File: config.mk
export PLATFORM = sky130hd
export DESIGN_NAME = tile_painter
export DESIGN_NICKNAME = d
export VERILOG_FILES = /design/src/rtl/snake_gfx_pkg.sv /design/src/rtl/tile_pixel_counter.sv /design/src/rtl/tile_painter.sv
export SDC_FILE = /design/constraint.sdc
export NUM_CORES = 1
export LEC_CHECK = 0
export ABC_AREA = 1
export CORE_ASPECT_RATIO = 1.1
export CORE_MARGIN = 8
export CORE_UTILIZATION = 48
export CTS_CLUSTER_DIAMETER = 100
export DETAILED_ROUTE_END_ITERATION = 10
export PLACE_DENSITY = 0.83
export SYNTH_ARGS = -nofsm -noshare
export SYNTH_HDL_FRONTEND = slang
export SYNTH_SLANG_ARGS = --single-unit
File: constraint.sdc
create_clock -name clk -period 2.2 [get_ports clk]
set_input_delay 0.66 -clock clk [delete_from_list [all_inputs] [get_ports clk]]
set_output_delay 0.66 -clock clk [all_outputs]
set_load 0.03 [all_outputs]
File: src/rtl/snake_gfx_pkg.sv
// rtl/snake_gfx_pkg.sv - shared object codes, RGB565 palette and grid/tile geometry for the snake renderer
package snake_gfx_pkg;

  typedef enum logic [2:0] {
    blank      = 3'd0,
    snake_head = 3'd1,
    snake_body = 3'd2,
    apple_c    = 3'd3,
    border_c   = 3'd4
  } obj_code_t;

  localparam logic [15:0] COLOR_BLANK   = 16'h0000;
  localparam logic [15:0] COLOR_HEAD    = 16'h07E0;
  localparam logic [15:0] COLOR_BODY    = 16'h03E0;
  localparam logic [15:0] COLOR_APPLE   = 16'hF800;
  localparam logic [15:0] COLOR_BORDER  = 16'hFFFF;
  localparam logic [15:0] COLOR_ERROR   = 16'hF81F;
  localparam logic [15:0] OUTLINE_COLOR = 16'h2104;

  localparam int DEF_GRID_W = 16;
  localparam int DEF_GRID_H = 12;
  localparam int DEF_TILE_W = 20;
  localparam int DEF_TILE_H = 20;

  function automatic logic [15:0] code_color(input obj_code_t code);
    case (code)
      blank:      code_color = COLOR_BLANK;
      snake_head: code_color = COLOR_HEAD;
      snake_body: code_color = COLOR_BODY;
      apple_c:    code_color = COLOR_APPLE;
      border_c:   code_color = COLOR_BORDER;
      default:    code_color = COLOR_ERROR;
    endcase
  endfunction

endpackage

File: src/rtl/tile_pixel_counter.sv
// rtl/tile_pixel_counter.sv - row-major col/row walker over one tile, exposing the next position and last-pixel flag
module tile_pixel_counter #(
  parameter int TILE_W = 20,
  parameter int TILE_H = 20,
  localparam int CW = $clog2(TILE_W),
  localparam int RW = $clog2(TILE_H)
) (
  input  logic          clk,
  input  logic          rst,
  input  logic          i_clear,
  input  logic          i_advance,
  output logic [CW-1:0] o_nxt_col,
  output logic [RW-1:0] o_nxt_row,
  output logic          o_last
);

  logic [CW-1:0] r_col;
  logic [RW-1:0] r_row;
  logic          w_col_last;
  logic          w_row_last;

  assign w_col_last = (r_col == CW'(TILE_W - 1));
  assign w_row_last = (r_row == RW'(TILE_H - 1));
  assign o_last     = w_col_last && w_row_last;

  assign o_nxt_col = w_col_last ? '0 : r_col + 1'b1;
  assign o_nxt_row = w_col_last ? (w_row_last ? '0 : r_row + 1'b1) : r_row;

  always_ff @(posedge clk) begin
    if (rst || i_clear) begin
      r_col <= '0;
      r_row <= '0;
    end else if (i_advance) begin
      r_col <= o_nxt_col;
      r_row <= o_nxt_row;
    end
  end

endmodule

File: src/rtl/tile_painter.sv
// rtl/tile_painter.sv - captures a changed grid cell and streams its tile pixels to the display writer
// Optional macro TILE_OUTLINE_EN: outline col 0 / row 0 of non-blank tiles in OUTLINE_COLOR.
module tile_painter
  import snake_gfx_pkg::*;
#(
  parameter int TILE_W = DEF_TILE_W,
  parameter int TILE_H = DEF_TILE_H,
  parameter int GRID_W = DEF_GRID_W,
  parameter int GRID_H = DEF_GRID_H,
  localparam int CW = $clog2(TILE_W),
  localparam int RW = $clog2(TILE_H)
) (
  input  logic        clk,
  input  logic        rst,
  input  logic [2:0]  obj_code,
  input  logic [3:0]  x,
  input  logic [3:0]  y,
  input  logic        diff,
  output logic        scan_en,
  output logic        px_valid,
  input  logic        px_ready,
  output logic [8:0]  px_x,
  output logic [8:0]  px_y,
  output logic [15:0] px_color,
  output logic        busy,
  output logic [7:0]  tiles_painted
);

  typedef enum logic {IDLE = 1'b0, PAINT = 1'b1} state_t;

  state_t          r_state;
  state_t          w_state_nxt;
  obj_code_t       r_code;
  obj_code_t       w_in_code;
  logic [8:0]      r_base_x;
  logic [8:0]      r_base_y;
  logic [8:0]      r_px_x;
  logic [8:0]      r_px_y;
  logic [15:0]     r_px_color;
  logic [7:0]      r_tiles;
  logic [8:0]      w_base_x;
  logic [8:0]      w_base_y;
  logic [15:0]     w_cap_color;
  logic [15:0]     w_nxt_color;
  logic            w_in_range;
  logic            w_capture;
  logic            w_xfer;
  logic            w_done;
  logic            w_last;
  logic [CW-1:0]   w_nxt_col;
  logic [RW-1:0]   w_nxt_row;

  assign w_in_code  = obj_code_t'(obj_code);
  assign w_base_x   = 9'(x) * 9'(TILE_W);
  assign w_base_y   = 9'(y) * 9'(TILE_H);
  assign w_in_range = (32'(x) < 32'(GRID_W)) && (32'(y) < 32'(GRID_H));

`ifdef TILE_OUTLINE_EN
  // The capture beat is always col 0 / row 0, so a non-blank tile starts on the outline.
  assign w_cap_color = (w_in_code != blank) ? OUTLINE_COLOR : code_color(w_in_code);
  assign w_nxt_color = (r_code != blank && (w_nxt_col == '0 || w_nxt_row == '0))
                       ? OUTLINE_COLOR : code_color(r_code);
`else
  assign w_cap_color = code_color(w_in_code);
  assign w_nxt_color = code_color(r_code);
`endif

  tile_pixel_counter #(
    .TILE_W (TILE_W),
    .TILE_H (TILE_H)
  ) u_counter (
    .clk       (clk),
    .rst       (rst),
    .i_clear   (w_capture),
    .i_advance (w_xfer),
    .o_nxt_col (w_nxt_col),
    .o_nxt_row (w_nxt_row),
    .o_last    (w_last)
  );

  always_ff @(posedge clk) begin
    if (rst) r_state <= IDLE;
    else     r_state <= w_state_nxt;
  end

  always_comb begin
    w_state_nxt = r_state;
    scan_en     = 1'b0;
    busy        = 1'b0;
    px_valid    = 1'b0;
    w_capture   = 1'b0;
    w_xfer      = 1'b0;
    w_done      = 1'b0;
    case (r_state)
      IDLE: begin
        scan_en = 1'b1;
        if (diff && w_in_range) begin
          w_capture   = 1'b1;
          w_state_nxt = PAINT;
        end
      end
      PAINT: begin
        busy     = 1'b1;
        px_valid = 1'b1;
        if (px_ready) begin
          w_xfer = 1'b1;
          if (w_last) begin
            w_done      = 1'b1;
            w_state_nxt = IDLE;
          end
        end
      end
      default: w_state_nxt = IDLE;
    endcase
  end

  // Pixel outputs are preloaded with the next beat on each transfer, so they only move on acceptance.
  always_ff @(posedge clk) begin
    if (rst) begin
      r_code     <= blank;
      r_base_x   <= '0;
      r_base_y   <= '0;
      r_px_x     <= '0;
      r_px_y     <= '0;
      r_px_color <= '0;
      r_tiles    <= '0;
    end else if (w_capture) begin
      r_code     <= w_in_code;
      r_base_x   <= w_base_x;
      r_base_y   <= w_base_y;
      r_px_x     <= w_base_x;
      r_px_y     <= w_base_y;
      r_px_color <= w_cap_color;
    end else if (w_xfer) begin
      if (w_done) begin
        r_tiles <= r_tiles + 8'd1;
      end else begin
        r_px_x     <= r_base_x + 9'(w_nxt_col);
        r_px_y     <= r_base_y + 9'(w_nxt_row);
        r_px_color <= w_nxt_color;
      end
    end
  end

  assign px_x          = r_px_x;
  assign px_y          = r_px_y;
  assign px_color      = r_px_color;
  assign tiles_painted = r_tiles;

endmodule

==> flow_results.xml <==
<?xml version="1.0" encoding="UTF-8"?>
<metrics>
  <group name="clock_network">
    <metric name="clk_root_buffer_cell" unit="">clkbuf_8</metric>
    <metric name="ctsHtreeMaxLevel" unit="">3</metric>
    <metric name="worstSkewPairLatency" unit="ns">0.35</metric>
    <metric name="ctsLongestPathBuffers" unit="">2</metric>
    <metric name="cts.hold.buffers_added" unit="">0</metric>
    <metric name="clock_sinks" unit="">58</metric>
    <metric name="clk_pin_slew_worst_paths" unit="ns">0.07</metric>
    <metric name="cts_buffers" unit="">9</metric>
    <metric name="cts_tree" unit="">yes</metric>
  </group>
  <group name="drt">
    <metric name="ant_nets" unit="">0</metric>
    <metric name="avgRoutedWirePerCell" unit="µm">14.3</metric>
    <metric name="viasPerCell" unit="">5.20</metric>
    <metric name="wl" unit="mm">9.26</metric>
    <metric name="firstDrtPassIters" unit="">5</metric>
    <metric name="detail_route.drc_violations" unit="">0</metric>
    <metric name="via_count_of_the_routed_design" unit="">3352</metric>
    <metric name="drt_first_iter_violations" unit="">187</metric>
  </group>
  <group name="timing">
    <metric name="final_critical_path_setup_slack" unit="ns">0.0548</metric>
    <metric name="timing.final.crit_share" unit="%">97.5</metric>
    <metric name="period_needed" unit="ns">2.15</metric>
    <metric name="finalHoldWorstSlack" unit="ns">0.466</metric>
    <metric name="max_slew.worst_pin.slew" unit="ns">0.386</metric>
    <metric name="finalSetupViolCount" unit="">0</metric>
    <metric name="rsz0062_at_grt" unit="">true</metric>
    <metric name="timing.slew.headroom" unit="%">74.2</metric>
    <metric name="clock-skew-final" unit="ns">0.00746</metric>
    <metric name="maxSlewViolCount" unit="">0</metric>
    <metric name="max_clock_freq" unit="MHz">466</metric>
    <metric name="timing_hold_violations_final" unit="">0</metric>
  </group>
  <group name="worst_setup_path">
    <metric name="worst-setup-path-type" unit="">primary input to flop</metric>
    <metric name="cp_data_arrival_time" unit="ns">2.44</metric>
    <metric name="required" unit="ns">2.50</metric>
    <metric name="worstPathMaxFanout" unit="">2</metric>
    <metric name="crit_path_end_kind" unit="">flop</metric>
    <metric name="crit_path_start_kind" unit="">primary input</metric>
  </group>
  <group name="floorplan">
    <metric name="rows" unit="">31</metric>
    <metric name="fp.dieH" unit="µm">103</metric>
    <metric name="floorplan.initialDensity" unit="%">49.9</metric>
    <metric name="total_i_o_pin_count" unit="">60</metric>
    <metric name="core" unit="µm²">6630</metric>
    <metric name="dieArea" unit="µm²">9810</metric>
    <metric name="die_width" unit="µm">95.2</metric>
  </group>
  <group name="final_layout">
    <metric name="antenna_cells" unit="">0</metric>
    <metric name="final_layout_size_suffix_gt1_share" unit="%">17.8</metric>
    <metric name="final_nets" unit="">594</metric>
    <metric name="flow.area_growth_from_synthesis" unit="%">35.5</metric>
    <metric name="register_area" unit="µm²">1170</metric>
    <metric name="multi_input_combinational_cell_area" unit="µm²">1930</metric>
    <metric name="final.fill_count" unit="">551</metric>
  </group>
  <group name="run">
    <metric name="max_cap_viol_count" unit="">0</metric>
  </group>
  <group name="power_and_ir_drop">
    <metric name="p_leak" unit="nW">2.08</metric>
    <metric name="peakVddDrop" unit="µV">430</metric>
    <metric name="p_per_area" unit="nW/µm²">604</metric>
    <metric name="fin_total_pwr" unit="W">0.00271</metric>
  </group>
  <group name="logic_synthesis">
    <metric name="synth_area" unit="µm²">3310</metric>
    <metric name="post_synth_main_area_contributors" unit="">dfxtp_1 (35%), nand2_1 (16%), a21oi_1 (6.5%), ha_1 (6.4%), nand3_1 (6.0%)</metric>
    <metric name="synth_largest_area_cell" unit="">dfxtp_1</metric>
    <metric name="yosys.area.top_type_share" unit="%">35.1</metric>
    <metric name="most_instantiated_library_cell_after_synthesis" unit="">nand2_1</metric>
    <metric name="synth.top_cells.by_count" unit="">nand2_1 (144), dfxtp_1 (58), inv_1 (46)</metric>
    <metric name="postSynthAreaPerCell" unit="µm²">6.93</metric>
    <metric name="synth.net_count" unit="">514</metric>
    <metric name="ys_dominant_reg_cell" unit="">dfxtp_1</metric>
    <metric name="share_of_synthesized_registers_carrying_an_async_set_or_reset" unit="%">0</metric>
    <metric name="yosys_warnings" unit="">0</metric>
    <metric name="unique_masters_post_synth" unit="">32</metric>
    <metric name="synth-edff-count" unit="">0</metric>
    <metric name="synthCells" unit="">478</metric>
    <metric name="synth.yosys.seq_area_share" unit="%">35.1</metric>
    <metric name="synth-seq-cells" unit="">58</metric>
  </group>
  <group name="worst_hold_path">
    <metric name="worst_hold_path_type" unit="">flop to flop</metric>
  </group>
  <group name="run_status">
    <metric name="outcome" unit="">finished clean</metric>
  </group>
  <group name="grt">
    <metric name="grt_antenna_before_repair" unit="">0</metric>
    <metric name="grt_first_pass_wirelength" unit="mm">14.6</metric>
    <metric name="global_route.overflow_total" unit="">0</metric>
    <metric name="grt_max_degree" unit="">30</metric>
    <metric name="global_route_usage_sum" unit="%">18.8</metric>
    <metric name="first_global_vias" unit="">3260</metric>
  </group>
  <group name="placement">
    <metric name="port-buffer-count" unit="">59</metric>
    <metric name="placement.setup.worst_slack" unit="ns">-0.487</metric>
    <metric name="detailed_place_hpwl" unit="mm">6.59</metric>
    <metric name="gpl_congestion" unit="">0.896</metric>
  </group>
</metrics>
==> timing repair <==
action,4_1_cts,5_1_grt
buffers inserted,1,1
pin swaps,5,17
gates resized for setup,12,36
setup endpoints to repair,11,14
==> worst max-delay path, cell delays in order <==
cell             delay (ns)
clkdlybuf4s50_1        0.46
ha_1                   0.23
ha_2                   0.17
inv_1                  0.07
fa_2                   0.42
or2_4                  0.26
nand3_1                0.08
nand2_1                0.05
inv_1                  0.05
==> path summary, 6_finish.rpt <==
kind	depth (start not counted)	slack, ns	endpoint	startpoint
max	9	0.05	px_x[6]	x[0]
min	2	0.47	px_x[0]	px_x[0]
max reg2reg	11	0.06	px_y[3]	u_counter.r_col[0]
min reg2reg	2	0.47	px_x[0]	px_x[0]
==> placed cells by master (no fill, tap or decap), drive strengths merged <==
master and n:
fa 4, nand3 41, o21bai 1, dfxtp 58, clkbuf 9, o21ai 16
buf 37, xnor2 3, nor2 41, nand2 148, a31oi 1, clkinvlp 4
clkdlybuf4s50 51, clkinv 2, dlygate4sd2 3, xor2 5, nor3 2, ha 17
bufinv 1, or2 3, nand3b 4, o211ai 1, nand4 8, o22ai 2
inv 51, dlymetal6s2s 5, a21oi 43, a21o 2
==> per-layer routing <==
| metal | share of wire [%] | vias up | global-route usage (%) |
|---|---|---|---|
| met1 | 43 | 1539 | 20.8 |
| li1 | - | 1687 | - |
| met5 | 0 | - | 0 |
| met3 | 6.0 | 21 | 4.95 |
| met4 | 2.5 | 0 | 8.41 |
| met2 | 49 | 105 | 32.8 |
==> final cells by class <==
type,instances,area share (%)
Timing Repair Buffer,96,20.2
Tap cell,82,2.29
Inverter,51,4.27
Clock buffer,9,2.76
Clock inverter,7,1.56
Multi-Input combinational cell,342,42.9
Sequential cell,58,26.0
==> report_power, final <==
part / internal, W / switching [W] / total, W
sequential: 0.00110 / 0.0000468 / 0.00115
clock: 0.000517 / 0.000466 / 0.000983
combinational: 0.000246 / 0.000330 / 0.000576
total: 0.00187 / 0.000843 / 0.00271
==> sequential cells by signal, indices dropped and copies added, names as in the netlist <==
register,count
px_color,4
px_x,9
px_y,9
r_base_x,7
r_base_y,7
r_code,3
r_state,1
tiles_painted,8
u_counter.r_col,5
u_counter.r_row,5
==> stage by stage <==
step / cells / TNS, ns / util (%) / area [µm²]
finish: 645 / 0 / 67.6 / 4490
global placement: 627 / -2.67 / 62.2 / 4120
CTS: 644 / 0 / 65.6 / 4350
floorplan: 478 / 0 / - / 3310
global route: 645 / -0.395 / 67.6 / 4490
detailed placement: 627 / -3.75 / 62.2 / 4120
==> logic make-up after synthesis <==
| kind of cell | count (synthesis) | synth area share (%) |
|---|---|---|
| and+or+nand+nor | 247 | 32.7 |
| buffers and inverters | 78 | 10.9 |
| AOI/OAI and AO/OA | 66 | 10.4 |
| DFF | 58 | 35.1 |
| adders and majority gates | 21 | 8.84 |
| xor gates and xnor gates | 8 | 2.12 |
(Power assumes the default switching activity.)
